===== src/rtl/inv_mix_col_seq.sv =====
// Sequential AES InvMixColumns: LANES columns per clock over shared xtime logic.
// Optional forward MixColumns select when INV_MIX_COL_FWD_EN is defined.
module inv_mix_col_seq #(
  parameter int unsigned LANES = 1
) (
  input  logic         clk,
  input  logic         rst,
  input  logic         in_valid,
  output logic         in_ready,
  input  logic [127:0] in_data,
`ifdef INV_MIX_COL_FWD_EN
  input  logic         fwd,
`endif
  output logic         out_valid,
  input  logic         out_ready,
  output logic [127:0] out_data
);

  localparam int unsigned NCYC = (LANES == 0) ? 1 : 4 / LANES;
  localparam int unsigned CW   = (NCYC > 1) ? $clog2(NCYC) : 1;

  if (!(LANES == 1 || LANES == 2 || LANES == 4)) begin : g_bad_lanes
    $error("inv_mix_col_seq: LANES must be 1, 2 or 4");
  end

  typedef enum logic [1:0] {
    IDLE,
    BUSY,
    DONE
  } state_t;

  state_t          state;
  state_t          state_nxt;
  logic [CW-1:0]   cnt;
  logic            last;
  logic [127:0]    work;
  logic [127:0]    res;
  logic            sel_fwd;
  logic [31:0]     grp_in  [LANES];
  logic [31:0]     grp_out [LANES];

  function automatic logic [7:0] xt(input logic [7:0] b);
    return {b[6:0], 1'b0} ^ (b[7] ? 8'h1b : 8'h00);
  endfunction

  // One xtime chain per byte feeds both directions; m_a..m_d are the
  // diagonal, +1, +2 and +3 circulant coefficients applied to each byte.
  function automatic logic [31:0] col_mix(input logic [31:0] x, input logic f);
    logic [7:0]  b1 [4];
    logic [7:0]  b2 [4];
    logic [7:0]  b4 [4];
    logic [7:0]  b8 [4];
    logic [7:0]  m_a [4];
    logic [7:0]  m_b [4];
    logic [7:0]  m_c [4];
    logic [7:0]  m_d [4];
    logic [31:0] y;
    y = '0;
    for (int unsigned r = 0; r < 4; r++) begin
      b1[r] = x[8*r +: 8];
      b2[r] = xt(b1[r]);
      b4[r] = xt(b2[r]);
      b8[r] = xt(b4[r]);
      if (f) begin
        m_a[r] = b2[r];
        m_b[r] = b2[r] ^ b1[r];
        m_c[r] = b1[r];
        m_d[r] = b1[r];
      end else begin
        m_a[r] = b8[r] ^ b4[r] ^ b2[r];
        m_b[r] = b8[r] ^ b2[r] ^ b1[r];
        m_c[r] = b8[r] ^ b4[r] ^ b1[r];
        m_d[r] = b8[r] ^ b1[r];
      end
    end
    for (int unsigned r = 0; r < 4; r++) begin
      y[8*r +: 8] = m_a[r] ^ m_b[(r + 1) % 4] ^ m_c[(r + 2) % 4] ^ m_d[(r + 3) % 4];
    end
    return y;
  endfunction

`ifdef INV_MIX_COL_FWD_EN
  logic fwd_q;

  always_ff @(posedge clk) begin
    if (rst) begin
      fwd_q <= 1'b0;
    end else if (state == IDLE && in_valid) begin
      fwd_q <= fwd;
    end
  end

  assign sel_fwd = fwd_q;
`else
  assign sel_fwd = 1'b0;
`endif

  assign last = (cnt == CW'(NCYC - 1));

  always_comb begin
    for (int unsigned l = 0; l < LANES; l++) begin
      grp_in[l] = '0;
    end
    for (int unsigned g = 0; g < NCYC; g++) begin
      if (cnt == CW'(g)) begin
        for (int unsigned l = 0; l < LANES; l++) begin
          grp_in[l] = work[32*(g*LANES + l) +: 32];
        end
      end
    end
    for (int unsigned l = 0; l < LANES; l++) begin
      grp_out[l] = col_mix(grp_in[l], sel_fwd);
    end
  end

  always_ff @(posedge clk) begin
    if (rst) begin
      cnt  <= '0;
      work <= '0;
      res  <= '0;
    end else if (state == IDLE && in_valid) begin
      work <= in_data;
      cnt  <= '0;
    end else if (state == BUSY) begin
      for (int unsigned c = 0; c < 4; c++) begin
        if (CW'(c / LANES) == cnt) begin
          res[32*c +: 32] <= grp_out[c % LANES];
        end
      end
      cnt <= cnt + CW'(1);
    end
  end

  always_ff @(posedge clk) begin
    if (rst) begin
      state <= IDLE;
    end else begin
      state <= state_nxt;
    end
  end

  always_comb begin
    state_nxt = state;
    in_ready  = 1'b0;
    out_valid = 1'b0;
    case (state)
      IDLE: begin
        in_ready = 1'b1;
        if (in_valid) begin
          state_nxt = BUSY;
        end
      end
      BUSY: begin
        if (last) begin
          state_nxt = DONE;
        end
      end
      DONE: begin
        out_valid = 1'b1;
        if (out_ready) begin
          state_nxt = IDLE;
        end
      end
      default: state_nxt = IDLE;
    endcase
  end

  assign out_data = res;

endmodule

===== config.mk =====
export PLATFORM = sky130hd
export DESIGN_NAME = inv_mix_col_seq
export DESIGN_NICKNAME = d
export VERILOG_FILES = /design/src/rtl/inv_mix_col_seq.sv
export SDC_FILE = /design/constraint.sdc
export NUM_CORES = 1
export LEC_CHECK = 0
export BUFFER_PORTS_ARGS = -buffer_cell sky130_fd_sc_hd__buf_2
export CORE_ASPECT_RATIO = 1.4
export CORE_UTILIZATION = 35
export CTS_BUF_LIST = sky130_fd_sc_hd__clkbuf_4
export CTS_CLUSTER_SIZE = 8
export DETAILED_ROUTE_END_ITERATION = 6
export PLACE_DENSITY_LB_ADDON = 0.05
export SYNTH_ARGS = -nofsm -noshare
export SYNTH_HDL_FRONTEND = slang
export SYNTH_SLANG_ARGS = --single-unit

===== constraint.sdc =====
create_clock -name clk -period 9.44 [get_ports clk]
set_input_delay 0.472 -clock clk [delete_from_list [all_inputs] [get_ports clk]]
set_output_delay 0.472 -clock clk [all_outputs]
set_load 0.01 [all_outputs]

==> Word-level counts from Yosys, hierarchy flattened <==
Index checks and enable logic that the tools add are counted.
W data, S select, Z words.
{ "totals": {"ff_bits": 260, "in_bits": 132} }
{ "classes": {"muxes": 22, "n_eq_ne": 11, "addsub": 1, "bitwise": 49, "reduce_logical": 9} }
{ "op_table": {"columns": ["op", "count"], "rows": [
  ["$xor A8 B8 Y8", 36],
  ["$mux W32", 4],
  ["$xor A8 B5 Y8", 12],
  ["$mux W5", 12],
  ["$reduce_and A3 Y1", 5],
  ["$eq A2 B2 Y1 const B", 3],
  ["$mux W2", 3],
  ["$ne A2 B2 Y1 const B", 3],
  ["$pmux W2 S3", 1],
  ["$eq A2 B1 Y1 const B", 2],
  ["$eq A2 B2 Y1 const A", 2],
  ["$logic_not A2 Y1", 2],
  ["$add A2 B1 Y2 const B", 1],
  ["$eq A1 B2 Y1 const A", 1],
  ["$mux W1", 2],
  ["$reduce_or A2 Y1", 1],
  ["$logic_and A1 B1 Y1", 1],
  ["$not A1 Y1", 1]
]} }

==> Depth between registers and ports, before layout <==
{ "logic_depth": {"depth_word": 16, "ltp_mapped": 14} }

==> Least setup slack after synthesis <==
Ideal clock, no wire load.
{ "synth_path": {"path_kind": "flip-flop to flip-flop", "startpoint": "register cnt[0]", "endpoint": "register res[4], in the netlist out_data[4]", "arrival_time_ps": 3213, "setup_slack_ps": 6148, "path_stages_with_launch": 12, "t_required_ps": 9361, "cell_sequence": "dfxtp_1 > inv_1 > ha_1 > nor2b_1 > buf_2 > a221o_1 > a22oi_2 > xor2_1 > xnor2_1 > xnor3_2 > xnor3_2 > a211oi_2"} }
{ "synth_between": {"elab_chain_len": 14} }
{ "synth_lines": {"columns": ["item", "line_no", "rtl"], "rows": [
  ["start, declared", "34", "logic [CW-1:0] cnt;"],
  ["start signal, assigned", "130", "cnt <= cnt + CW'(1);"],
  ["$logic_not A2 Y1", "105, 126", null],
  ["$mux W32 (4 in series)", "105", "if (cnt == CW'(g)) begin"],
  ["$xor A8 B5 Y8", "43", "return {b[6:0], 1'b0} ^ (b[7] ? 8'h1b : 8'h00);"],
  ["$mux W5 / $xor A8 B5 Y8 (equally long branches)", "43", null],
  ["$xor A8 B5 Y8 / $mux W5 (equally long branches)", "43", null],
  ["$xor A8 B5 Y8", "43", null],
  ["$xor A8 B8 Y8 (on tied branches) (2 in series)", "70, 71", null],
  ["$xor A8 B8 Y8 (3 in series)", "77", "y[8*r +: 8] = m_a[r] ^ m_b[(r + 1) % 4] ^ m_c[(r + 2) % 4] ^ m_d[(r + 3) % 4];"],
  ["end signal, assigned by index", "127", "res[32*c +: 32] <= grp_out[c % LANES];"],
  ["end, declared", "37", "logic [127:0] res;"]
]} }
Several ways; a longest one is shown, not always the timed one.
A chain may end at the register's enable or synchronous reset.

==> Worst setup path in the final report <==
{ "layout_path": {"startpoint": "register cnt[0]", "endpoint": "register res[38], in the netlist out_data[38]"} }
{ "layout_between": {"elab_chain_len": 14} }
{ "layout_lines": {"columns": ["item", "line_no"], "rows": [
  ["$logic_not A2 Y1", "105"],
  ["$mux W32 (4 in series)", "105"],
  ["$mux W5", "43"],
  ["$xor A8 B5 Y8 (3 in series)", "43"],
  ["$xor A8 B8 Y8 (on tied branches) (2 in series)", "70, 71"],
  ["$xor A8 B8 Y8 (3 in series)", "77"]
]} }
Several ways; a longest one is shown, not always the timed one.

==> results.txt <==
CTS Hold Buffers Added: 68
initial core utilization: 35.79%
crit path kind: flop to flop
Switch Pwr: 1.366 mW
crit-path most repeated cell: xnor2_1
RSZ-0062 raised after global routing: false
Netlist Area Pre-Place: 12250 um2
GRT Util Overall: 23.41%
Clock Tree Root: clkbuf_4
Final Skew: 0.03415 ns
DRT iter0 DRCs: 543
DPL Wire Length: 31120 um
Die Wd: 160.1 um
most common cell after layout, fill and taps aside: nand2_1
DRC viols: 0
status: finished, final reports clean
internal power: 2.338 mW
Place WS: 4.641 ns
Clock power frac: 27.1%
Crit path required time: 9.93 ns
Max FO, Critical Path: 22
combinational power share: 39.5%
Core Region: 34230 um2
Worst setup EP type: flop
HP Class: input port to flop
top post-synthesis cells by area: dfxtp_1 42%, nand2_1 11%, a21oi_1 7.9%, xnor2_1 7.7%, xnor3_1 5.5%
vias per inst: 4.863
Routed WL: 42380 um
full die area: 35770 um2
max-cap violations: 0
Syn Inst Count: 1418
clk_lat worst skew: 0.68 ns
port bufs: 261
Leakage: 6.326 nW
Power Dens Cells: 241.1 nW/um2
Cell Chain, Critical Path: inv_1 > ha_1 > nor2b_1 > a221o_1 > a22oi_1 > xnor2_1 > xnor3_1 > xnor2_1 > xnor2_1 > a211oi_1
CP max stage delay: 0.83 ns
crit path DAT: 5.30 ns
Synth warnings: 0
setup TNS: 0 ns
Async SR Flop Fraction: 0%
CP delay by family, top: XOR/XNOR gates
top-area cell type share of the netlist area: 42.48%
switch share: 36.87%
Worst-path clk slew: 0.06 ns
final-report hold violation count: 0
Worst setup SP type: flop
Synth area leader: dfxtp_1
WL/cell: 19.05 um
vias in the first global route: 10750
# clock sinks: 260
grt ovf: 0
count of cell types in the netlist: 42
gpl congestion: 0.8931
most frequent cells in the layout: 358 x nand2_1, 260 x dfxtp_1, 260 x buf_2
area delta synth->final: 25.40%
slowest CP cell: nor2b_1
post-cts repair resize count: 0
slew at the pin closest to its max-slew limit: 1.084 ns
Post-synth EDFFs: 0
Die H: 223.4 um
first-pass GRT wire length: 63110 um
TritonCTS buffer count: 70
Slew HR: 27.72%
Max VDD drop: 0.1068 mV
Tcrit/Tclk final: 50.99%
fraction of layout cells with a size suffix above 1: 23.38%
f_max: 207.7 MHz
worst path bufs/invs: 1
Bufs on Longest Clock Path: 3
CTS tree: done
syn nets: 1554
io pins: 262
Tot Pwr: 3.704 mW
post-synthesis sequential area ratio: 42.48%
Tmin final: 4.814 ns
pin count of the biggest net entering global routing: 98
Mean Syn Cell Area: 8.640 um2
row count: 80
nets: 1860
DRT Pass-1 Iters: 5
initial antenna violation count: 2
H-tree depth: 3
ANT nets after route: 0
Final WS setup: 4.626 ns
vias: 10820
Sequential Power Share: 33.5%
Yosys reg bits: 260
final slew viol count: 0
setup bufs post-CTS: 0
most common flop cell mapped by yosys: dfxtp_1
final setup vio count: 0
## power groups by stage
stage               Combinational (mW)  Sequential [mW]  Clock, mW
global route                      1.56             1.25       1.11
CTS                               1.49             1.24       1.04
finish                            1.46             1.24       1.00
global placement                  1.46             1.27          0
floorplan                        0.966             1.27          0
detailed placement                1.46             1.27          0
## routing by layer
metal,wire (um),track usage [%],vias to the layer above
met1,16600,25.79,4999
met3,1648,3.978,81
met5,0,0,-
met4,1781,11.00,0
met2,22350,43.25,309
li1,-,-,5426
## per-stage QoR
stage | cells | area (um2) | utilization [%] | hold WS, ns
floorplan | 1418 | 12250 | - | 0.4318
finish | 2224 | 15360 | 44.88 | 0.05392
CTS | 2220 | 15340 | 44.81 | 0.0005799
global route | 2224 | 15360 | 44.88 | -0.005254
global placement | 2033 | 13780 | 40.24 | 0.4404
detailed placement | 2033 | 13780 | 40.24 | 0.4465
## final timing paths
kind	from	endpoint	slack, ns	cells after the start
min reg2reg	out_data[7]	out_data[7]	0.45	2
max	cnt[0]	out_data[38]	4.63	10
max reg2reg	cnt[0]	out_data[38]	4.63	10
min	in_data[39]	work[39]	0.05	3
## synthesized netlist by cell type (4+ instances only)
master,instances
dfxtp_1,260
buf_4,4
a211oi_4,4
nor2b_1,14
a22oi_1,13
a22oi_2,5
a221o_1,13
xnor2_2,4
a211oi_2,6
ha_1,4
nor2_1,77
o2bb2ai_1,5
xnor3_1,30
buf_2,18
and2_1,5
o21ai_0,20
xor2_1,20
nand2_1,359
a211o_1,4
nand3b_1,28
inv_1,21
nor3b_1,17
xnor2_1,108
nand2b_1,5
xor3_1,4
clkbuf_1,73
buf_1,10
a211oi_1,72
a21oi_1,194
## worst min-delay path, delay by kind of cell
family                 cells  cell delay, ns
buffers and inverters      1            0.10
AO/OA/AOI/OAI              1            0.05
AND/OR/NAND/NOR            1            0.06
## registers in the layout, summed over array words and instances, names as in the netlist
signal / flops
out_data: 128
work: 128
cnt: 2
state: 2
## final cells by class
type / instances / area (um2)
multi-input combinational: 1030 / 6538
clock inverter: 18 / 123.9
tap: 451 / 564.3
sequential: 260 / 5205
fill: 3610 / 18870
clock buffer: 101 / 758.2
timing repair buffer: 341 / 2091
antenna: 2 / 5.005
inverter: 21 / 78.83
## logic make-up after synthesis
logic type | Yosys count | synth area share (%)
DFF | 260 | 42.48
muxes | 2 | 0.1634
AOI/OAI and AO/OA | 345 | 18.13
adders and majority gates | 4 | 0.4085
buffers and inverters | 128 | 4.351
and+or+nand+nor | 508 | 17.71
xor gates and xnor gates | 171 | 16.76
(Power assumes the default switching activity.)
